==> src/rtl/th_icache_pkg.sv <==
// th_icache_pkg: shared definitions for the instruction-cache refill controller.
//   - state_e      : controller FSM encoding
//   - pc_tag/pc_set/pc_ofs : field slicers for a {tag, set, offset} word address
//   - line_words   : number of words in a cache line for a given offset width
package th_icache_pkg;

  typedef enum logic [1:0] {
    StIdle,
    StFill,
    StUpdate,
    StAck
  } state_e;

  // Helpers operate on a zero-extended address of this width; callers truncate.
  localparam int unsigned MaxPcW = 32;

  function automatic int unsigned line_words(input int unsigned ofs_w);
    return 32'd1 << ofs_w;
  endfunction

  function automatic logic [MaxPcW-1:0] pc_tag(input logic [MaxPcW-1:0] pc,
                                               input int unsigned set_w,
                                               input int unsigned ofs_w);
    return pc >> (set_w + ofs_w);
  endfunction

  function automatic logic [MaxPcW-1:0] pc_set(input logic [MaxPcW-1:0] pc,
                                               input int unsigned set_w,
                                               input int unsigned ofs_w);
    return (pc >> ofs_w) & ((32'd1 << set_w) - 32'd1);
  endfunction

  function automatic logic [MaxPcW-1:0] pc_ofs(input logic [MaxPcW-1:0] pc,
                                               input int unsigned ofs_w);
    return pc & ((32'd1 << ofs_w) - 32'd1);
  endfunction

endpackage

==> src/rtl/th_icache_lru.sv <==
// th_icache_lru: one LRU bit per set (1 = way1 is least recently used).
// Ports:
//   clock_i, reset_ni        : clock, async active-low reset (clears all bits)
//   rd_set_i / rd_lru_o      : combinational read port
//   wr_en_i, wr_set_i, wr_lru_i : synchronous write port
module th_icache_lru #(
  parameter int unsigned SET_W = 2
) (
  input  logic             clock_i,
  input  logic             reset_ni,
  input  logic [SET_W-1:0] rd_set_i,
  output logic             rd_lru_o,
  input  logic             wr_en_i,
  input  logic [SET_W-1:0] wr_set_i,
  input  logic             wr_lru_i
);

  localparam int unsigned Sets = 1 << SET_W;

  logic [Sets-1:0] lru_q;

  always_ff @(posedge clock_i or negedge reset_ni) begin
    if (!reset_ni) begin
      lru_q <= '0;
    end else if (wr_en_i) begin
      lru_q[wr_set_i] <= wr_lru_i;
    end
  end

  assign rd_lru_o = lru_q[rd_set_i];

endmodule

==> src/rtl/th_icache_ctrl.sv <==
// th_icache_ctrl: hit/miss decision and line refill for the two-way instruction cache.
// Ports:
//   clock_i, reset_ni                 : clock, async active-low reset
//   enable_i, if_lookup_i, if_pc_i    : lookup request from fetch (held until if_ack_o)
//   if_tag0/1_i, if_vld0/1_i          : stored tags/valids of both ways for the set
//   if_ack_o, if_hit_o                : lookup completion, hit (1) or refilled (0)
//   is_busy_o, is_update_o, is_newtag_o, is_bank_o, is_lru_no : tag update to fetch
//   mem_req_o, mem_addr_o, mem_ack_i, mem_dat_i : refill read from instruction memory
//   cd_we_o, cd_addr_o, cd_dat_o      : cache data RAM write {way, set, offset}
//   st_hits_o, st_miss_o              : saturating statistics counters
// Build option: TH_ICACHE_STATS_EN builds the counters; otherwise both read 0.
// PC_W must equal TAG_W + SET_W + OFS_W.
module th_icache_ctrl
  import th_icache_pkg::*;
#(
  parameter int unsigned PC_W   = 10,
  parameter int unsigned TAG_W  = 7,
  parameter int unsigned SET_W  = 2,
  parameter int unsigned OFS_W  = 1,
  parameter int unsigned DATA_W = 32
) (
  input  logic                     clock_i,
  input  logic                     reset_ni,
  input  logic                     enable_i,
  input  logic                     if_lookup_i,
  input  logic [PC_W-1:0]          if_pc_i,
  input  logic [TAG_W-1:0]         if_tag0_i,
  input  logic [TAG_W-1:0]         if_tag1_i,
  input  logic                     if_vld0_i,
  input  logic                     if_vld1_i,
  output logic                     if_ack_o,
  output logic                     if_hit_o,
  output logic                     is_busy_o,
  output logic                     is_update_o,
  output logic [TAG_W-1:0]         is_newtag_o,
  output logic                     is_bank_o,
  output logic                     is_lru_no,
  output logic                     mem_req_o,
  output logic [PC_W-1:0]          mem_addr_o,
  input  logic                     mem_ack_i,
  input  logic [DATA_W-1:0]        mem_dat_i,
  output logic                     cd_we_o,
  output logic [1+SET_W+OFS_W-1:0] cd_addr_o,
  output logic [DATA_W-1:0]        cd_dat_o,
  output logic [15:0]              st_hits_o,
  output logic [15:0]              st_miss_o
);

  state_e             state_q;
  logic [TAG_W-1:0]   tag_q;
  logic [SET_W-1:0]   set_q;
  logic [OFS_W-1:0]   cnt_q;
  logic               victim_q;

  logic               if_ack_q, if_hit_q, busy_q, is_update_q, is_bank_q, is_lru_q;
  logic [TAG_W-1:0]   is_newtag_q;
  logic               mem_req_q, cd_we_q;
  logic [1+SET_W+OFS_W-1:0] cd_addr_q;
  logic [DATA_W-1:0]  cd_dat_q;

  logic [TAG_W-1:0]   lk_tag;
  logic [SET_W-1:0]   lk_set;
  logic               hit0, hit1, lk_hit, lru_rd, victim, accept, last_word;
  logic               lru_we, lru_wdata;
  logic [SET_W-1:0]   lru_waddr;

  assign lk_tag = TAG_W'(pc_tag(MaxPcW'(if_pc_i), SET_W, OFS_W));
  assign lk_set = SET_W'(pc_set(MaxPcW'(if_pc_i), SET_W, OFS_W));

  assign hit0   = if_vld0_i && (if_tag0_i == lk_tag);
  assign hit1   = if_vld1_i && (if_tag1_i == lk_tag);
  assign lk_hit = hit0 || hit1;
  // Fill an invalid way first; only consult LRU when both ways hold data.
  assign victim = !if_vld0_i ? 1'b0 : (!if_vld1_i ? 1'b1 : lru_rd);

  assign accept    = (state_q == StIdle) && if_lookup_i && enable_i;
  assign last_word = (cnt_q == OFS_W'(line_words(OFS_W) - 1));

  // LRU bit = 1 means way1 is LRU, i.e. way0 was just used (hit0 wins ties).
  assign lru_we    = (accept && lk_hit) || (state_q == StUpdate);
  assign lru_waddr = (state_q == StUpdate) ? set_q : lk_set;
  assign lru_wdata = (state_q == StUpdate) ? ~victim_q : hit0;

  th_icache_lru #(
    .SET_W (SET_W)
  ) u_lru (
    .clock_i  (clock_i),
    .reset_ni (reset_ni),
    .rd_set_i (lk_set),
    .rd_lru_o (lru_rd),
    .wr_en_i  (lru_we),
    .wr_set_i (lru_waddr),
    .wr_lru_i (lru_wdata)
  );

  always_ff @(posedge clock_i or negedge reset_ni) begin
    if (!reset_ni) begin
      state_q     <= StIdle;
      tag_q       <= '0;
      set_q       <= '0;
      cnt_q       <= '0;
      victim_q    <= 1'b0;
      if_ack_q    <= 1'b0;
      if_hit_q    <= 1'b0;
      busy_q      <= 1'b0;
      is_update_q <= 1'b0;
      is_newtag_q <= '0;
      is_bank_q   <= 1'b0;
      is_lru_q    <= 1'b0;
      mem_req_q   <= 1'b0;
      cd_we_q     <= 1'b0;
      cd_addr_q   <= '0;
      cd_dat_q    <= '0;
    end else begin
      if_ack_q    <= 1'b0;
      is_update_q <= 1'b0;
      cd_we_q     <= 1'b0;
      unique case (state_q)
        StIdle: begin
          if (accept) begin
            tag_q <= lk_tag;
            set_q <= lk_set;
            cnt_q <= '0;
            if (lk_hit) begin
              state_q  <= StAck;
              if_ack_q <= 1'b1;
              if_hit_q <= 1'b1;
            end else begin
              state_q   <= StFill;
              victim_q  <= victim;
              mem_req_q <= 1'b1;
              busy_q    <= 1'b1;
              if_hit_q  <= 1'b0;
            end
          end
        end
        StFill: begin
          if (mem_ack_i) begin
            cd_we_q   <= 1'b1;
            cd_addr_q <= {victim_q, set_q, cnt_q};
            cd_dat_q  <= mem_dat_i;
            cnt_q     <= cnt_q + 1'b1;
            if (last_word) begin
              state_q     <= StUpdate;
              mem_req_q   <= 1'b0;
              is_update_q <= 1'b1;
              is_newtag_q <= tag_q;
              is_bank_q   <= victim_q;
              is_lru_q    <= ~victim_q;
            end
          end
        end
        StUpdate: begin
          state_q  <= StAck;
          busy_q   <= 1'b0;
          if_ack_q <= 1'b1;
        end
        StAck: begin
          state_q  <= StIdle;
          if_hit_q <= 1'b0;
        end
        default: state_q <= StIdle;
      endcase
    end
  end

  assign if_ack_o    = if_ack_q;
  assign if_hit_o    = if_hit_q;
  assign is_busy_o   = busy_q;
  assign is_update_o = is_update_q;
  assign is_newtag_o = is_newtag_q;
  assign is_bank_o   = is_bank_q;
  assign is_lru_no   = is_lru_q;
  assign mem_req_o   = mem_req_q;
  assign mem_addr_o  = {tag_q, set_q, cnt_q};
  assign cd_we_o     = cd_we_q;
  assign cd_addr_o   = cd_addr_q;
  assign cd_dat_o    = cd_dat_q;

`ifdef TH_ICACHE_STATS_EN
  logic [15:0] st_hits_q, st_miss_q;

  always_ff @(posedge clock_i or negedge reset_ni) begin
    if (!reset_ni) begin
      st_hits_q <= '0;
      st_miss_q <= '0;
    end else begin
      if ((state_q == StAck) && if_hit_q && (st_hits_q != 16'hFFFF)) begin
        st_hits_q <= st_hits_q + 16'd1;
      end
      if ((state_q == StUpdate) && (st_miss_q != 16'hFFFF)) begin
        st_miss_q <= st_miss_q + 16'd1;
      end
    end
  end

  assign st_hits_o = st_hits_q;
  assign st_miss_o = st_miss_q;
`else
  assign st_hits_o = '0;
  assign st_miss_o = '0;
`endif

endmodule
==> config.mk <==
export PLATFORM = sky130hd
export DESIGN_NAME = th_icache_ctrl
export DESIGN_NICKNAME = d
export VERILOG_FILES = /design/src/rtl/th_icache_pkg.sv /design/src/rtl/th_icache_lru.sv /design/src/rtl/th_icache_ctrl.sv
export SDC_FILE = /design/constraint.sdc
export NUM_CORES = 1
export LEC_CHECK = 0
export BUFFER_PORTS_ARGS = -buffer_cell sky130_fd_sc_hd__buf_4
export CORE_UTILIZATION = 25
export DETAILED_ROUTE_END_ITERATION = 10
export PLACE_DENSITY = 0.59
export SLEW_MARGIN = 15
export SYNTH_ARGS = -nofsm -noshare
export SYNTH_HDL_FRONTEND = slang
export SYNTH_SLANG_ARGS = --single-unit
==> constraint.sdc <==
create_clock -name clock_i -period 4.3 [get_ports clock_i]
set_clock_uncertainty 0.05 [all_clocks]
set_input_delay 0.645 -clock clock_i [delete_from_list [all_inputs] [get_ports clock_i]]
set_output_delay 0.645 -clock clock_i [all_outputs]
set_load 0.005 [all_outputs]
==> flow_summary.toml, run 1 <==
[critical_path]
critPathRequiredTime_ps = 4460
startpoint_type = "flop"
arrival_ps = 2610
path_class = "flop to flop"
cp_max_fo = 34
cp-end-kind = "flop"

[logic_synthesis]
ys_types = 39
synth-seq-cells = 68
yosys_warnings = 0
netlist_instances = 266
ys_seq_area_frac = 0.531
postSynthAreaPerCell_um2 = 12.1
syn_area_um2 = 3210

[finish]
final_cell_area_um2 = 4450
area.growth.synth_to_final_pct = 38.9
drive_above_1_share = 0.481
final_common_cell = "buf_4"
final_cell_mix = "122 x buf_4, 68 x dfrtp_1, 43 x mux2_2"
fin_util = 0.363
antenna_cells = 0
fin_nets = 458
fillers = 1227
instances_no_fill = 563

[floorplan]
coreArea_um2 = 12300
row_count = 40
die_area_um2 = 13300
die_h_um = 115
start_util = 0.261
num_io_pins = 156
die_w_um = 115

[clocking]
numCtsBuffers = 9
cts-root-buf = "clkbuf_16"
clock_tree.buffer_depth = 2
cts_setup_buffers = 0
clk_pin_slew_ps = 60
cts_max_level = 3
clock-sinks = 68
cts_resized = 0
cts_hold_buf = 0
cts_tree = "built"
clk_latency_ps = 330

[grt]
track_usage = 0.110
overflow = 0
antenna_found_initial = 0
grt_pass1_vias = 2163
grt_pass1_wl_um = 10900
grt_max_degree = 69

[timing]
min_period_ps = 2450
slew_violations = 0
hold_ws_ps = 387
fmax_ghz = 0.408
rsz0062_at_grt = "no"
finalHoldViolations = 0
setup_tns_ps = 0
setup_viol = 0
tightest_slew_ps = 871
fin_crit_sh = 0.569
relSlewSlack = 0.419
setup_ws_ps = 1850

[status]
status = "complete, no violations"

[pwr]
finalPower_mw = 2.87
irDropWorstVdd_v = 0.000203
power.density_nw_per_um2 = 645
p_leak_nw = 2.17

[worst_hold_path]
hold_class = "primary input to asynchronous set/reset pin"

[place]
dp.cells = 547
io_buffers = 122
placed_cell_area_um2 = 4160
routabilityCongestion = 0.736
dp_hpwl_um = 5270
dp_slack_ps = 1740

[detailed_routing]
wl_per_cell_um = 12.7
vias = 2314
drt_iter0_drc = 120
vias_per_cell = 4.11
routed_wl_um = 7150
ant_nets = 0
drtPass1Iterations = 4
drc = 0

[run]
max-cap-violations = 0
[worst paths after layout]
check                                  startpoint                  endpoint  slack, ps  cells after the start
max in group asynchronous                reset_ni      tag_q[5]$_DFFE_PN0P_       3250                      1
hold / removal                           reset_ni  cd_dat_o[14]$_DFFE_PN0P_        390                      1
min in group clock_i         victim_q$_DFFE_PN0P_     is_lru_no$_DFFE_PN0P_        420                      1
setup reg to reg           state_q[1]$_DFFE_PN0P_     mem_req_o$_DFFE_PN0P_       1850                      6
hold reg to reg              victim_q$_DFFE_PN0P_     is_lru_no$_DFFE_PN0P_        420                      1
setup / recovery           state_q[1]$_DFFE_PN0P_     mem_req_o$_DFFE_PN0P_       1850                      6
[cell type report]
class	count	area (um2)	area share
clock inverter	5	36.3	0.00815
multi-input combinational	181	1310	0.293
clock buffer	11	253	0.0568
timing repair buffer	122	916	0.206
tap	168	210	0.0472
inverter	8	30.0	0.00675
sequential	68	1700	0.382
[synth_stat cells, drive strengths merged]
library cell,count,area [um2]
dfrtp,68,1700
mux2,47,533
buf,38,278
nand2,36,138
xnor2,14,123
o21ai,12,60.1
inv,8,30.0
nand4,6,37.5
ha,5,62.6
nor2,5,31.3
a21oi,3,15.0
a22oi,2,15.0
clkbuf,2,7.51
nand3,2,15.0
nand3b,2,15.0
or4,2,15.0
a211o,1,8.76
a22o,1,8.76
and3,1,6.26
and3b,1,8.76
conb,1,3.75
mux2i,1,10.0
mux4,1,22.5
nand2b,1,6.26
nor3,1,5.00
nor4,1,6.26
o311a,1,10.0
o311ai,1,8.76
o31ai,1,7.51
o32ai,1,16.3
[state kept, by name, indices dropped and copies added, names as in the netlist]
signal,cells
cnt_q,1
cd_addr_o,4
if_hit_o,1
victim_q,1
state_q,2
is_busy_o,1
is_lru_no,1
tag_q,7
set_q,2
cd_dat_o,32
is_update_o,1
cd_we_o,1
is_bank_o,1
is_newtag_o,7
u_lru.lru_q,4
mem_req_o,1
if_ack_o,1
[cells by family after synthesis]
family	count (synthesis)	synth area share
compound gates	23	0.0468
simple gates	58	0.0886
fa+ha+maj	5	0.0195
mux	49	0.176
buf+inv	48	0.0984
xor+xnor	14	0.0383
other cells	1	0.00117
flops	68	0.531
[worst max-delay path: stages (launching register included)]
cell	delay, ps
dfrtp_1	410
inv_1	110
ha_1	200
nand2_1	200
inv_2	600
nand2_2	390
a211o_1	370
[per-layer routing]
metal  part of all wire  up-vias  routed length (um)  GRT usage
li1                   -     1094                   -          -
met1               0.44     1079                3130      0.140
met2               0.46      127                3280      0.174
met3              0.087       14                 622     0.0258
met4              0.017        0                 121     0.0589
met5                  0        -                   0          0
[where the power goes]
group / switching [mW] / internal, mW / total, mW
clock network: 0.270 / 0.421 / 0.691
registers: 0.179 / 0.937 / 1.12
logic: 0.410 / 0.656 / 1.07
No activity file was read; power rests on OpenSTA's default activity.
==> inputs of run 2 (changes only) <==
--- a/config.mk
+++ b/config.mk
@@ -5,10 +5,11 @@
 export SDC_FILE = /design/constraint.sdc
 export NUM_CORES = 1
 export LEC_CHECK = 0
+export ABC_AREA = 1
 export BUFFER_PORTS_ARGS = -buffer_cell sky130_fd_sc_hd__buf_4
 export CORE_UTILIZATION = 25
 export DETAILED_ROUTE_END_ITERATION = 10
-export PLACE_DENSITY = 0.59
+export PLACE_DENSITY = 0.58
 export SLEW_MARGIN = 15
 export SYNTH_ARGS = -nofsm -noshare
 export SYNTH_HDL_FRONTEND = slang
==> constraint.sdc (replaced) <==
create_clock -name clock_i -period 2.3 [get_ports clock_i]
set_clock_uncertainty 0.05 [all_clocks]
set_input_delay 0.345 -clock clock_i [delete_from_list [all_inputs] [get_ports clock_i]]
set_output_delay 0.345 -clock clock_i [all_outputs]
set_load 0.005 [all_outputs]
==> run 2 against run 1 <==
Effect of this change: core utilization is 0.92 points lower; first-iteration DRC count is 29% higher; die area is 5.1% higher; sequential share of layout area is 1.8 points lower; critical endpoint is now cd_dat_o[0]$_DFFE_PN0P_.
==> flow_summary.toml, run 2 <==
[status]
status = "complete, no violations"

[logic_synthesis]
ys_top_cells_by_count = "197 x nand2_1, 68 x dfrtp_1, 42 x inv_1"
synth_simple_gate_area_frac = 0.284
synth_xor_area_frac = 0
synth-adder-area-share = 0.0186
synth.area.top_cells = "dfrtp_1 50%, nand2_1 22%, buf_4 7.3%, inv_1 4.7%, o21ai_0 3.1%"
yosysTopAreaCellShare = 0.505
ys_types = 29
ys.flop_type = "dfrtp_1"
synth_edf_count = 0
synth_compound_area_frac = 0.0509
ys_seq_area_frac = 0.505
synthArstFlopShare = 1.00
postSynthAreaPerCell_um2 = 7.89
yosys.cell_count.top_type = "nand2_1"
synth.largest_area_cell = "dfrtp_1"
synth-seq-cells = 68
syn_area_um2 = 3370
muxShareOfSynthArea = 0
yosys_warnings = 0
synth_top_family_by_area = "simple AND/OR/NAND/NOR gates"
netlist_instances = 427

[finish]
antenna_cells = 0
fillers = 1411
final_cell_mix = "197 x nand2_1, 129 x buf_4, 68 x dfrtp_1"
fin_nets = 624
final_common_cell = "nand2_1"
largest_reg_flops = 32
area.growth.synth_to_final_pct = 38.5
drive_above_1_share = 0.289
instances_no_fill = 737

[clocking]
clk_latency_ps = 330
cts_setup_buffers = 0
cts-root-buf = "clkbuf_16"
clock-sinks = 68
cts_max_level = 3
clock_tree.buffer_depth = 2
numCtsBuffers = 9
cts_tree = "built"
clk_pin_slew_ps = 60

[place]
routabilityCongestion = 0.786
dp_hpwl_um = 6400
io_buffers = 122
dp.cells = 720

[detailed_routing]
wl_per_cell_um = 11.3
ant_nets = 0
vias_per_cell = 3.94
drc = 0
vias = 2907
drtPass1Iterations = 4
drt_iter0_drc = 155
routed_wl_um = 8350

[run]
max-cap-violations = 0

[grt]
met1_usage = 0.153
track_usage = 0.124
use_met3 = 0.0339
grt_busiest_layer = "met2"
grt_max_degree = 38
grt_pass1_vias = 2773
antenna_found_initial = 0
met2_usage = 0.196
grt_pass1_wl_um = 13500
overflow = 0

[critical_path]
cp-end-kind = "flop"
critPathRequiredTime_ps = 2510
ff2ff_setup_slack_ps = 480
path_class = "flop to flop"
startpoint_type = "flop"
cp_max_fo = 33
arrival_ps = 2030

[timing]
relSlewSlack = 0.655
finalHoldViolations = 0
min_period_ps = 1820
rsz0062_at_grt = "no"
slew_violations = 0
fmax_ghz = 0.550
setup_viol = 0
tightest_slew_ps = 518
setup_tns_ps = 0
fin_crit_sh = 0.791

[pwr]
power.density_nw_per_um2 = 1170
irDropWorstVdd_v = 0.000329
p_leak_nw = 2.69

[floorplan]
row_count = 42
die_w_um = 118
num_io_pins = 156
start_util = 0.256
coreArea_um2 = 13200
die_area_um2 = 14000
die_h_um = 118

[worst_hold_path]
hold_class = "primary input to flop"
run 2: changes by cell type in the layout (fill, tap and decap cells not counted), moves of 4 or more:
cell	before	now
xnor2_1	14	0
o21ai_0	9	21
clkinv_2	1	5
mux2_2	43	0
inv_1	7	42
nand4_1	6	1
nor2_1	2	13
buf_4	122	129
nand2_1	35	197
nand3_1	1	10
run 2: worst paths after layout:
check | cells past startpoint | from | to
worst max-delay path | 8 | state_q[1]$_DFFE_PN0P_ | cd_dat_o[0]$_DFFE_PN0P_
worst min-delay path | 3 | mem_dat_i[19] | cd_dat_o[19]$_DFFE_PN0P_
worst min register to register | 2 | u_lru.lru_q[1]$_DFFE_PN0P_ | u_lru.lru_q[1]$_DFFE_PN0P_
max in group asynchronous | 3 | reset_ni | is_newtag_o[6]$_DFFE_PN0P_
worst max register to register | 8 | state_q[1]$_DFFE_PN0P_ | cd_dat_o[0]$_DFFE_PN0P_
min in group asynchronous | 2 | reset_ni | cd_dat_o[25]$_DFFE_PN0P_
run 2: report_power, final:
part	switching (mW)	total (mW)	internal [mW]
Clock	0.488	1.32	0.828
Combinational	1.05	2.10	1.05
Sequential	0.326	2.05	1.73
run 2: cell type report:
class                   instances  area [um2]  share of cell area
clock buffers                  10         229              0.0491
clock inverters                 6        55.1              0.0118
inverters                      46         173              0.0370
multi-input cells             301        1310               0.281
flip-flops and latches         68        1700               0.365
well taps                     176         220              0.0472
repair buffers                130         978               0.210
run 2: metal layers:
metal / share of wire / up-vias
li1: - / 1483
met1: 0.44 / 1305
met2: 0.47 / 110
met3: 0.077 / 9
met4: 0.011 / 0
met5: 0 / -
run 2: repair_timing:
| item | 4_1_cts | 5_1_grt |
|---|---|---|
| resized for setup | 0 | 0 |
| hold buffers | 1 | 0 |
| endpoints found under the hold margin | 34 | 0 |
run 2: worst max-delay path, stage by stage, from the launching register on:
cell and delay (ps):
dfrtp_1 410, inv_1 140, ha_1 290, nand2_2 120, buf_4 190, inv_1 50
buf_4 310, nand2_1 110, nand2_1 70
run 2: logic make-up (layout without fill, tap and decap cells):
| kind of cell | count (synthesis) | in the layout |
|---|---|---|
| simple gates | 235 | 235 |
| buf+inv | 89 | 192 |
| flops | 68 | 68 |
| compound gates | 29 | 29 |
| fa+ha+maj | 5 | 5 |
| other cells | 1 | 32 |
run 2: through the flow:
step / area [um2] / util / hold slack [ps] / total power [mW] / setup slack, ps
2_1_floorplan: 3490 / - / -0.591 / 3.09 / 765
5_1_grt: 4670 / 0.354 / 162 / 5.89 / 303
3_5_place_dp: 4370 / 0.332 / 316 / 4.20 / 487
4_1_cts: 4670 / 0.354 / 151 / 5.56 / 471
6_report: 4670 / 0.354 / 164 / 5.47 / 480
3_3_place_gp: 4370 / 0.332 / 308 / 4.12 / 561
